### config.mk
export PLATFORM = sky130hd
export DESIGN_NAME = uart_boot_ctrl
export DESIGN_NICKNAME = d
export VERILOG_FILES = /design/src/rtl/boot_pkg.sv /design/src/rtl/byte_packer.sv /design/src/rtl/uart_boot_ctrl.sv
export SDC_FILE = /design/constraint.sdc
export NUM_CORES = 1
export LEC_CHECK = 0
export ABC_AREA = 1
export CAP_MARGIN = 25
export CORE_MARGIN = 3
export CORE_UTILIZATION = 31
export CTS_CLUSTER_SIZE = 14
export DETAILED_ROUTE_END_ITERATION = 8
export DONT_BUFFER_PORTS = 1
export GPL_TIMING_DRIVEN = 0
export SKIP_LAST_GASP = 1
export SLEW_MARGIN = 20
export SYNTH_ARGS = -nofsm -noshare
export SYNTH_HDL_FRONTEND = slang
export SYNTH_SLANG_ARGS = --single-unit
### constraint.sdc
create_clock -name CLK -period 1.6 [get_ports CLK]
set_input_delay 0.32 -clock CLK [delete_from_list [all_inputs] [get_ports CLK]]
set_output_delay 0.32 -clock CLK [all_outputs]
set_load 0.05 [all_outputs]
### src/rtl/boot_pkg.sv
// Shared types and default constants for the UART boot sequencer.
package boot_pkg;

  typedef enum logic [1:0] {
    LOAD = 2'd0,
    ACK  = 2'd1,
    RUN  = 2'd2,
    HALT = 2'd3
  } boot_state_e;

  localparam logic [31:0] END_WORD_DEF = 32'hFFFF_FFFF;
  localparam logic [7:0]  ACK_BYTE_DEF = 8'hAA;
  localparam logic [7:0]  NAK_BYTE_DEF = 8'h15;
  localparam int          TIMEOUT_DEF  = 4096;

  // Big-endian assembly: the three older bytes sit above the newest one.
  function automatic logic [31:0] pack_be(input logic [23:0] older, input logic [7:0] newest);
    return {older, newest};
  endfunction

endpackage

### src/rtl/byte_packer.sv
// Assembles received bytes into big-endian 32-bit words and drops a partial
// word that has sat idle for TIMEOUT clocks.
module byte_packer
  import boot_pkg::*;
#(
  parameter int TIMEOUT = TIMEOUT_DEF
) (
  input  logic        clk,
  input  logic        rst_n,
  input  logic        en,
  input  logic        rx_valid,
  input  logic [7:0]  rx_data,
  output logic [31:0] word,
  output logic        word_valid
);

  localparam int IW = $clog2(TIMEOUT);
  localparam logic [IW-1:0] IDLE_LAST = IW'(TIMEOUT - 1);

  logic [23:0]   shift_q, shift_d;
  logic [1:0]    byte_cnt_q, byte_cnt_d;
  logic [IW-1:0] idle_cnt_q, idle_cnt_d;

  always_comb begin
    shift_d    = shift_q;
    byte_cnt_d = byte_cnt_q;
    idle_cnt_d = idle_cnt_q;
    if (!en) begin
      byte_cnt_d = '0;
      idle_cnt_d = '0;
    end else if (rx_valid) begin
      shift_d    = {shift_q[15:0], rx_data};
      byte_cnt_d = byte_cnt_q + 2'd1;
      idle_cnt_d = '0;
    end else if (byte_cnt_q != 2'd0) begin
      // Stale partial word: forget its bytes, the shift register gets overwritten anyway.
      if (idle_cnt_q == IDLE_LAST) begin
        byte_cnt_d = '0;
        idle_cnt_d = '0;
      end else begin
        idle_cnt_d = idle_cnt_q + 1'b1;
      end
    end else begin
      idle_cnt_d = '0;
    end
  end

  always_ff @(posedge clk or negedge rst_n) begin
    if (!rst_n) begin
      shift_q    <= '0;
      byte_cnt_q <= '0;
      idle_cnt_q <= '0;
    end else begin
      shift_q    <= shift_d;
      byte_cnt_q <= byte_cnt_d;
      idle_cnt_q <= idle_cnt_d;
    end
  end

  // The word completes in the same cycle as its 4th byte; the caller registers it.
  assign word       = pack_be(shift_q, rx_data);
  assign word_valid = en && rx_valid && (byte_cnt_q == 2'd3);

endmodule

### src/rtl/uart_boot_ctrl.sv
// Boot sequencer: loads instruction memory from UART bytes, answers with
// ACK/NAK on TX, then releases the CPU and forwards bytes to it.
module uart_boot_ctrl
  import boot_pkg::*;
#(
  parameter int          ADDR_W   = 14,
  parameter logic [31:0] END_WORD = END_WORD_DEF,
  parameter int          TIMEOUT  = TIMEOUT_DEF,
  parameter logic [7:0]  ACK_BYTE = ACK_BYTE_DEF,
  parameter logic [7:0]  NAK_BYTE = NAK_BYTE_DEF
) (
  input  logic              CLK,
  input  logic              RSTN,
  input  logic              rx_valid,
  input  logic [7:0]        rx_data,
  output logic              imem_we,
  output logic [ADDR_W-1:0] imem_addr,
  output logic [31:0]       imem_wdata,
  output logic              tx_valid,
  output logic [7:0]        tx_data,
  input  logic              tx_ready,
  output logic              cpu_rst_n,
  output logic              cpu_in_valid,
  output logic [7:0]        cpu_in_data,
  output logic              load_done,
  output logic              err_overflow
);

  localparam logic [ADDR_W-1:0] ADDR_LAST = '1;

  boot_state_e       state_q, state_d;
  logic [ADDR_W-1:0] word_cnt_q, word_cnt_d;
  logic              imem_we_q, imem_we_d;
  logic [ADDR_W-1:0] imem_addr_q, imem_addr_d;
  logic [31:0]       imem_wdata_q, imem_wdata_d;
  logic              tx_valid_q, tx_valid_d;
  logic [7:0]        tx_data_q, tx_data_d;
  logic              cpu_rst_n_q, cpu_rst_n_d;
  logic              cpu_in_valid_q, cpu_in_valid_d;
  logic [7:0]        cpu_in_data_q, cpu_in_data_d;
  logic              load_done_q, load_done_d;
  logic              err_overflow_q, err_overflow_d;

  logic [31:0] word;
  logic        word_valid;

  byte_packer #(
    .TIMEOUT (TIMEOUT)
  ) u_packer (
    .clk        (CLK),
    .rst_n      (RSTN),
    .en         (state_q == LOAD),
    .rx_valid   (rx_valid),
    .rx_data    (rx_data),
    .word       (word),
    .word_valid (word_valid)
  );

  always_comb begin
    state_d        = state_q;
    word_cnt_d     = word_cnt_q;
    imem_we_d      = 1'b0;
    imem_addr_d    = imem_addr_q;
    imem_wdata_d   = imem_wdata_q;
    tx_valid_d     = tx_valid_q;
    tx_data_d      = tx_data_q;
    cpu_rst_n_d    = cpu_rst_n_q;
    cpu_in_valid_d = 1'b0;
    cpu_in_data_d  = cpu_in_data_q;
    load_done_d    = load_done_q;
    err_overflow_d = err_overflow_q;

    case (state_q)
      LOAD: begin
        if (word_valid) begin
          if (word == END_WORD) begin
            state_d    = ACK;
            tx_valid_d = 1'b1;
            tx_data_d  = ACK_BYTE;
          end else begin
            imem_we_d    = 1'b1;
            imem_addr_d  = word_cnt_q;
            imem_wdata_d = word;
            word_cnt_d   = word_cnt_q + 1'b1;
            // Filling the last slot without a terminator means the image did not fit.
            if (word_cnt_q == ADDR_LAST) begin
              err_overflow_d = 1'b1;
              state_d        = ACK;
              tx_valid_d     = 1'b1;
              tx_data_d      = NAK_BYTE;
            end
          end
        end
      end
      ACK: begin
        if (tx_valid_q && tx_ready) begin
          tx_valid_d = 1'b0;
          if (err_overflow_q) begin
            state_d = HALT;
          end else begin
            state_d     = RUN;
            cpu_rst_n_d = 1'b1;
            load_done_d = 1'b1;
          end
        end
      end
      RUN: begin
        if (rx_valid) begin
          cpu_in_valid_d = 1'b1;
          cpu_in_data_d  = rx_data;
        end
      end
      HALT: begin
      end
    endcase
  end

  always_ff @(posedge CLK or negedge RSTN) begin
    if (!RSTN) begin
      state_q        <= LOAD;
      word_cnt_q     <= '0;
      imem_we_q      <= 1'b0;
      imem_addr_q    <= '0;
      imem_wdata_q   <= '0;
      tx_valid_q     <= 1'b0;
      tx_data_q      <= '0;
      cpu_rst_n_q    <= 1'b0;
      cpu_in_valid_q <= 1'b0;
      cpu_in_data_q  <= '0;
      load_done_q    <= 1'b0;
      err_overflow_q <= 1'b0;
    end else begin
      state_q        <= state_d;
      word_cnt_q     <= word_cnt_d;
      imem_we_q      <= imem_we_d;
      imem_addr_q    <= imem_addr_d;
      imem_wdata_q   <= imem_wdata_d;
      tx_valid_q     <= tx_valid_d;
      tx_data_q      <= tx_data_d;
      cpu_rst_n_q    <= cpu_rst_n_d;
      cpu_in_valid_q <= cpu_in_valid_d;
      cpu_in_data_q  <= cpu_in_data_d;
      load_done_q    <= load_done_d;
      err_overflow_q <= err_overflow_d;
    end
  end

  assign imem_we      = imem_we_q;
  assign imem_addr    = imem_addr_q;
  assign imem_wdata   = imem_wdata_q;
  assign tx_valid     = tx_valid_q;
  assign tx_data      = tx_data_q;
  assign cpu_rst_n    = cpu_rst_n_q;
  assign cpu_in_valid = cpu_in_valid_q;
  assign cpu_in_data  = cpu_in_data_q;
  assign load_done    = load_done_q;
  assign err_overflow = err_overflow_q;

endmodule

Word-level counts from Yosys, hierarchy flattened
Cells that the tools add are included.
- word-level logic and storage cells: 71
- output and inout port bits: 68
- register bits after elaboration: 121
- input port bits: 12
- reduce and logical (&&, ||, !) cells: 15
- multiplexer cells: 26
- add/sub/neg operators: 3
- bitwise gates (word level): 2
- equal/unequal tests: 11
- operator list (kind ; number):
    12-bit two-way mux ; 4
    32-bit == test, second input constant ; 1
    2-bit two-way mux ; 8
    8-bit two-way mux ; 2
    14-bit by 1-bit adder with 14-bit output, second input constant ; 1
    14-bit == test, second input constant ; 1
    12-bit by 1-bit adder with 12-bit output, second input constant ; 1
    12-bit == test, second input constant ; 1
    1-bit two-way mux ; 10
    3-bit != test, second input constant ; 3
    3-bit AND reduction ; 3
    4-bit AND reduction ; 2
    2-bit AND reduction ; 3
    2-bit nonzero test ; 3
    2-bit == test, second input constant ; 2
    2-bit != test, second input constant ; 2
    2-bit case mux with 2 select lines ; 1
    1-bit logical AND ; 3
    2-bit by 1-bit adder with 2-bit output, second input constant ; 1
    2-bit by 1-bit == test with 1-bit output, second input constant ; 1
    2-bit logical NOT ; 1
    1-bit NOT ; 2
    1-bit case mux with 2 select lines ; 1

Longest topological paths before layout
- depth in word-level cells: 5
- depth in mapped cells: 11
- depth with buffers taken out: 10

By module
A second synthesis with hierarchy kept.
- cells, all modules: 566
- area, all modules: 5148.7 um2
- modules (own cells, without submodules) (module ; instances ; cells an instance ; area an instance (um2) ; seq. area each (um2)):
    uart_boot_ctrl ; 1 ; 402 ; 3339.5 ; 1926.8
    byte_packer ; 1 ; 164 ; 1809.2 ; 950.9

Worst setup path after synthesis
No wires, ideal clock.
- path kind: register to register
- start: reg u_packer.idle_cnt_q[0]
- end: reg u_packer.idle_cnt_q[11]
- period minus slack after synthesis: 1.432 ns
- data required time: 1.481 ns
- setup slack: 0.168 ns
- stages on the path, launching flop included: 8
- buffers on the path: 0
- data arrival time: 1.313 ns
- library setup time: 0.119 ns
- cells stage by stage: dfrtp_1 -> ha_1 -> nand2_1 -> nor2_1 -> nand3_1 -> o21ai_2 -> nor2_1 -> o21a_1
- cells in the longest elaborated chain, start to end: 5
- elaborated cells between the ends (all ways): 6
- those cells by class: add/sub (1); eq/ne (1); mux (4)
- RTL lines (what ; line ; text):
    start: declaration ; byte_packer.sv:22 ; logic [IW-1:0] idle_cnt_q, idle_cnt_d;
    start signal: assignment ; byte_packer.sv:56 ; idle_cnt_q <= idle_cnt_d;
    12-bit by 1-bit adder with 12-bit output or 12-bit == test (tied branches) ; byte_packer.sv:41, byte_packer.sv:37 ;
    12-bit two-way mux (*) ; byte_packer.sv:37 ; if (idle_cnt_q == IDLE_LAST) begin
    12-bit two-way mux (*) ; byte_packer.sv:35 ; end else if (byte_cnt_q != 2'd0) begin
    12-bit two-way mux (*) ; byte_packer.sv:31 ; end else if (rx_valid) begin
    12-bit two-way mux (*) ; byte_packer.sv:28 ; if (!en) begin
    named net u_packer.idle_cnt_d[11] ; byte_packer.sv:22 ;
Mark *: on every way through the listed nets, which the timed path passes. The rest lies on a longest branch.
A chain may end at the register's enable or synchronous reset.

Worst setup path in the final report
- start: reg tx_data_q[5], in the netlist tx_data[5]
- end: out tx_data[5]
- RTL lines (what ; line ; text):
    start: declaration ; uart_boot_ctrl.sv:37 ; logic [7:0] tx_data_q, tx_data_d;
    start signal: assignment ; uart_boot_ctrl.sv:139 ; tx_data_q <= tx_data_d;
    end: declaration ; uart_boot_ctrl.sv:20 ; output logic [7:0] tx_data,
No word-level cell between the ends.

==> impl_metrics.yaml <==
power:
  power.density_nw_per_um2: 1110
  power_leakage_nw: 2.78
  ir_worst_vdd_v: 0.000744
  power.total_mw: 6.72
worst_setup_path:
  r2r-start: "state_q[0]$_DFFE_PN0P_"
  cp_top_family: "flip-flops"
  startpoint: "tx_data[5]$_DFFE_PN0P_"
  path_cells: "buf_4"
  slowest_delay_ps: 540
  worstPathMaxFanout: 5
  worstPathArrival_ps: 1210
  worstSetupPathType: "register to output port"
  worstPathRequired_ps: 1280
  end_kind: "output port"
  path_buf_inv: 1
  crit_path_top_delay_cell: "dfrtp_2"
  crit_path_start_kind: "register"
die:
  die-width_um: 133
  coreArea_um2: 15500
  initial_core_util_pct: 32.2
  fp-row-count: 45
  dieArea_um2: 17700
  die_h_um: 133
  io_pins: 80
status:
  status: "finished, violations left"
  violations: "hold timing"
clock_tree:
  cts_root_buf: "clkbuf_16"
  h-tree-depth: 4
  insertion_delay_ps: 410
  cts_tree: "done"
  cts_buffer_depth: 2
  path_clk_slew_ps: 50
  numClockSinks: 115
  cts_buffers: 17
route:
  vias_per_cell: 4.56
  drt_iter0_drc: 186
  post-route-drc-count: 0
  wl_per_cell_um: 14.8
  drt.antenna.violating_nets: 0
  routed_wl_um: 11900
  dr.pass1.iters: 5
  vias: 3671
sta:
  worst_hold_slack_ps: -393
  period_needed_ps: 1530
  relSlewSlack_pct: 65.5
  hold_viol_final: 115
  rsz0062_at_grt: "yes"
  maxSlewViolCount: 0
  final.setup.worst_slack_ps: 69.6
  setup_violations: 0
  fin_crit_sh_pct: 95.6
  worstMarginPinSlew_ps: 517
  fmax_mhz: 653
  skew_ps: 10.2
  setup_tns_ps: 0
final_layout:
  nNetsFinal: 599
  syn2layout_area_growth_pct: 20.9
  fin_util_pct: 39.0
  antennaDiodeCount: 0
  drive_above_1_share_pct: 15.2
  mostFrequentLayoutCell: "nand2_1"
  fin_area_um2: 6030
  stdcell_count: 805
  mostFrequentLayoutCells: "nand2_1, dfrtp_1, inv_1, o21ai_1, o21ai_0"
placement:
  placed_cells: 764
  dpl.hpwl_um: 8310
  gp_congestion: 0.861
  dp_slack_ps: -162
  postPlaceCellArea_um2: 5250
  port_buffers: 0
synthesis:
  synth_seq_cells: 115
  synthesis.area_um2: 4990
  synth_enable_flop_cells: 0
  synth_flop_cell: "dfrtp_1"
  yosysSeqAreaShare_pct: 57.7
  syn_avg_cell_area_um2: 9.02
  ys_types: 34
  syn_inst: 553
  synth-async-reset-ratio_pct: 100
  ys_warn_count: 0
  synth_nets: 569
grt:
  grt_pass1_vias: 3674
  grt_max_degree: 116
  antenna_found_initial: 0
  grt_usage_pct: 13.9
  grt_first_pass_wirelength_um: 19300
  grt-ovfl-total: 0
job:
  max_cap_viol_count: 0
min_path:
  hold_class: "primary input to asynchronous set/reset pin"
==> final timing paths <==
kind                                                 endpoint  slack (ps)  cells past startpoint
max                                                tx_data[5]          70                      1
min                                  imem_addr[9]$_DFFE_PN0P_        -390                      0
max reg2reg                         word_cnt_q[3]$_DFFE_PN0P_          80                      8
min reg2reg                  u_packer.idle_cnt_q[0]$_DFF_PN0_         480                      1
max in group asynchronous           imem_wdata[6]$_DFFE_PN0P_        1860                      0
min in group CLK           u_packer.byte_cnt_q[1]$_DFFE_PN0P_          70                      2
==> timing repair <==
item / in CTS / in global routing
pin swaps: 1 / 7
gates cloned: 0 / 1
endpoints found under the hold margin: 115 / 115
gates resized for setup: 7 / 26
buffers inserted: 2 / 9
endpoints found under the setup margin: 16 / 73
==> area by class of cell <==
| type | instances | area, um2 |
|---|---|---|
| Timing Repair Buffer | 12 | 108 |
| Tap cell | 211 | 264 |
| Clock inverter | 5 | 75.1 |
| Buffer | 25 | 254 |
| Clock buffer | 25 | 495 |
| Sequential cell | 115 | 2880 |
| Fill cell | 1529 | 9450 |
| Inverter | 57 | 214 |
| Multi-Input combinational cell | 355 | 1740 |
==> registers in the layout, summed over array words and instances, names as in the netlist, 8 cells and up <==
register / cells
cpu_in_data: 8
imem_addr: 14
imem_wdata: 32
u_packer.idle_cnt_q: 12
u_packer.shift_q: 24
word_cnt_q: 14
==> where the power goes <==
group | internal [mW] | switching (mW)
combinational | 0.0150 | 0.0368
sequential | 2.93 | 0.0830
clock | 2.43 | 1.22
==> cells in the mapped netlist (2+ instances only) <==
| master | n | area share, % |
|---|---|---|
| nand2_1 | 170 | 13 |
| dfrtp_1 | 115 | 58 |
| inv_1 | 56 | 4.2 |
| o21ai_1 | 47 | 4.7 |
| o21ai_0 | 38 | 3.8 |
| nor2_1 | 36 | 2.7 |
| nand3_1 | 18 | 1.8 |
| buf_6 | 10 | 2.3 |
| nor3_1 | 8 | 0.80 |
| xor2_1 | 8 | 1.4 |
| buf_4 | 7 | 1.1 |
| a21oi_1 | 4 | 0.40 |
| buf_2 | 4 | 0.40 |
| ha_1 | 4 | 1.0 |
| o21ai_2 | 4 | 0.70 |
| clkbuf_1 | 3 | 0.23 |
| nand2_4 | 2 | 0.45 |
| nand4_1 | 2 | 0.25 |
| nor2_2 | 2 | 0.25 |
==> metal layers <==
layer  track usage [%]  vias up  part of all wire [%]
met5                 0        -                     0
met4              4.16        0                   1.1
met3              5.59       10                   6.2
met2              22.2       86                    48
met1              17.4     1770                    44
li1                  -     1805                     -
==> cells by family after synthesis <==
kind of cell | share of synthesized area, %
AND/OR/NAND/NOR | 20.4
flip-flops | 57.7
AO/OA/AOI/OAI | 10.1
buffers and inverters | 8.93
XOR/XNOR | 1.91
adder cells (fa/ha/maj) | 1.00
other | 0.0752
(Power assumes the default switching activity.)
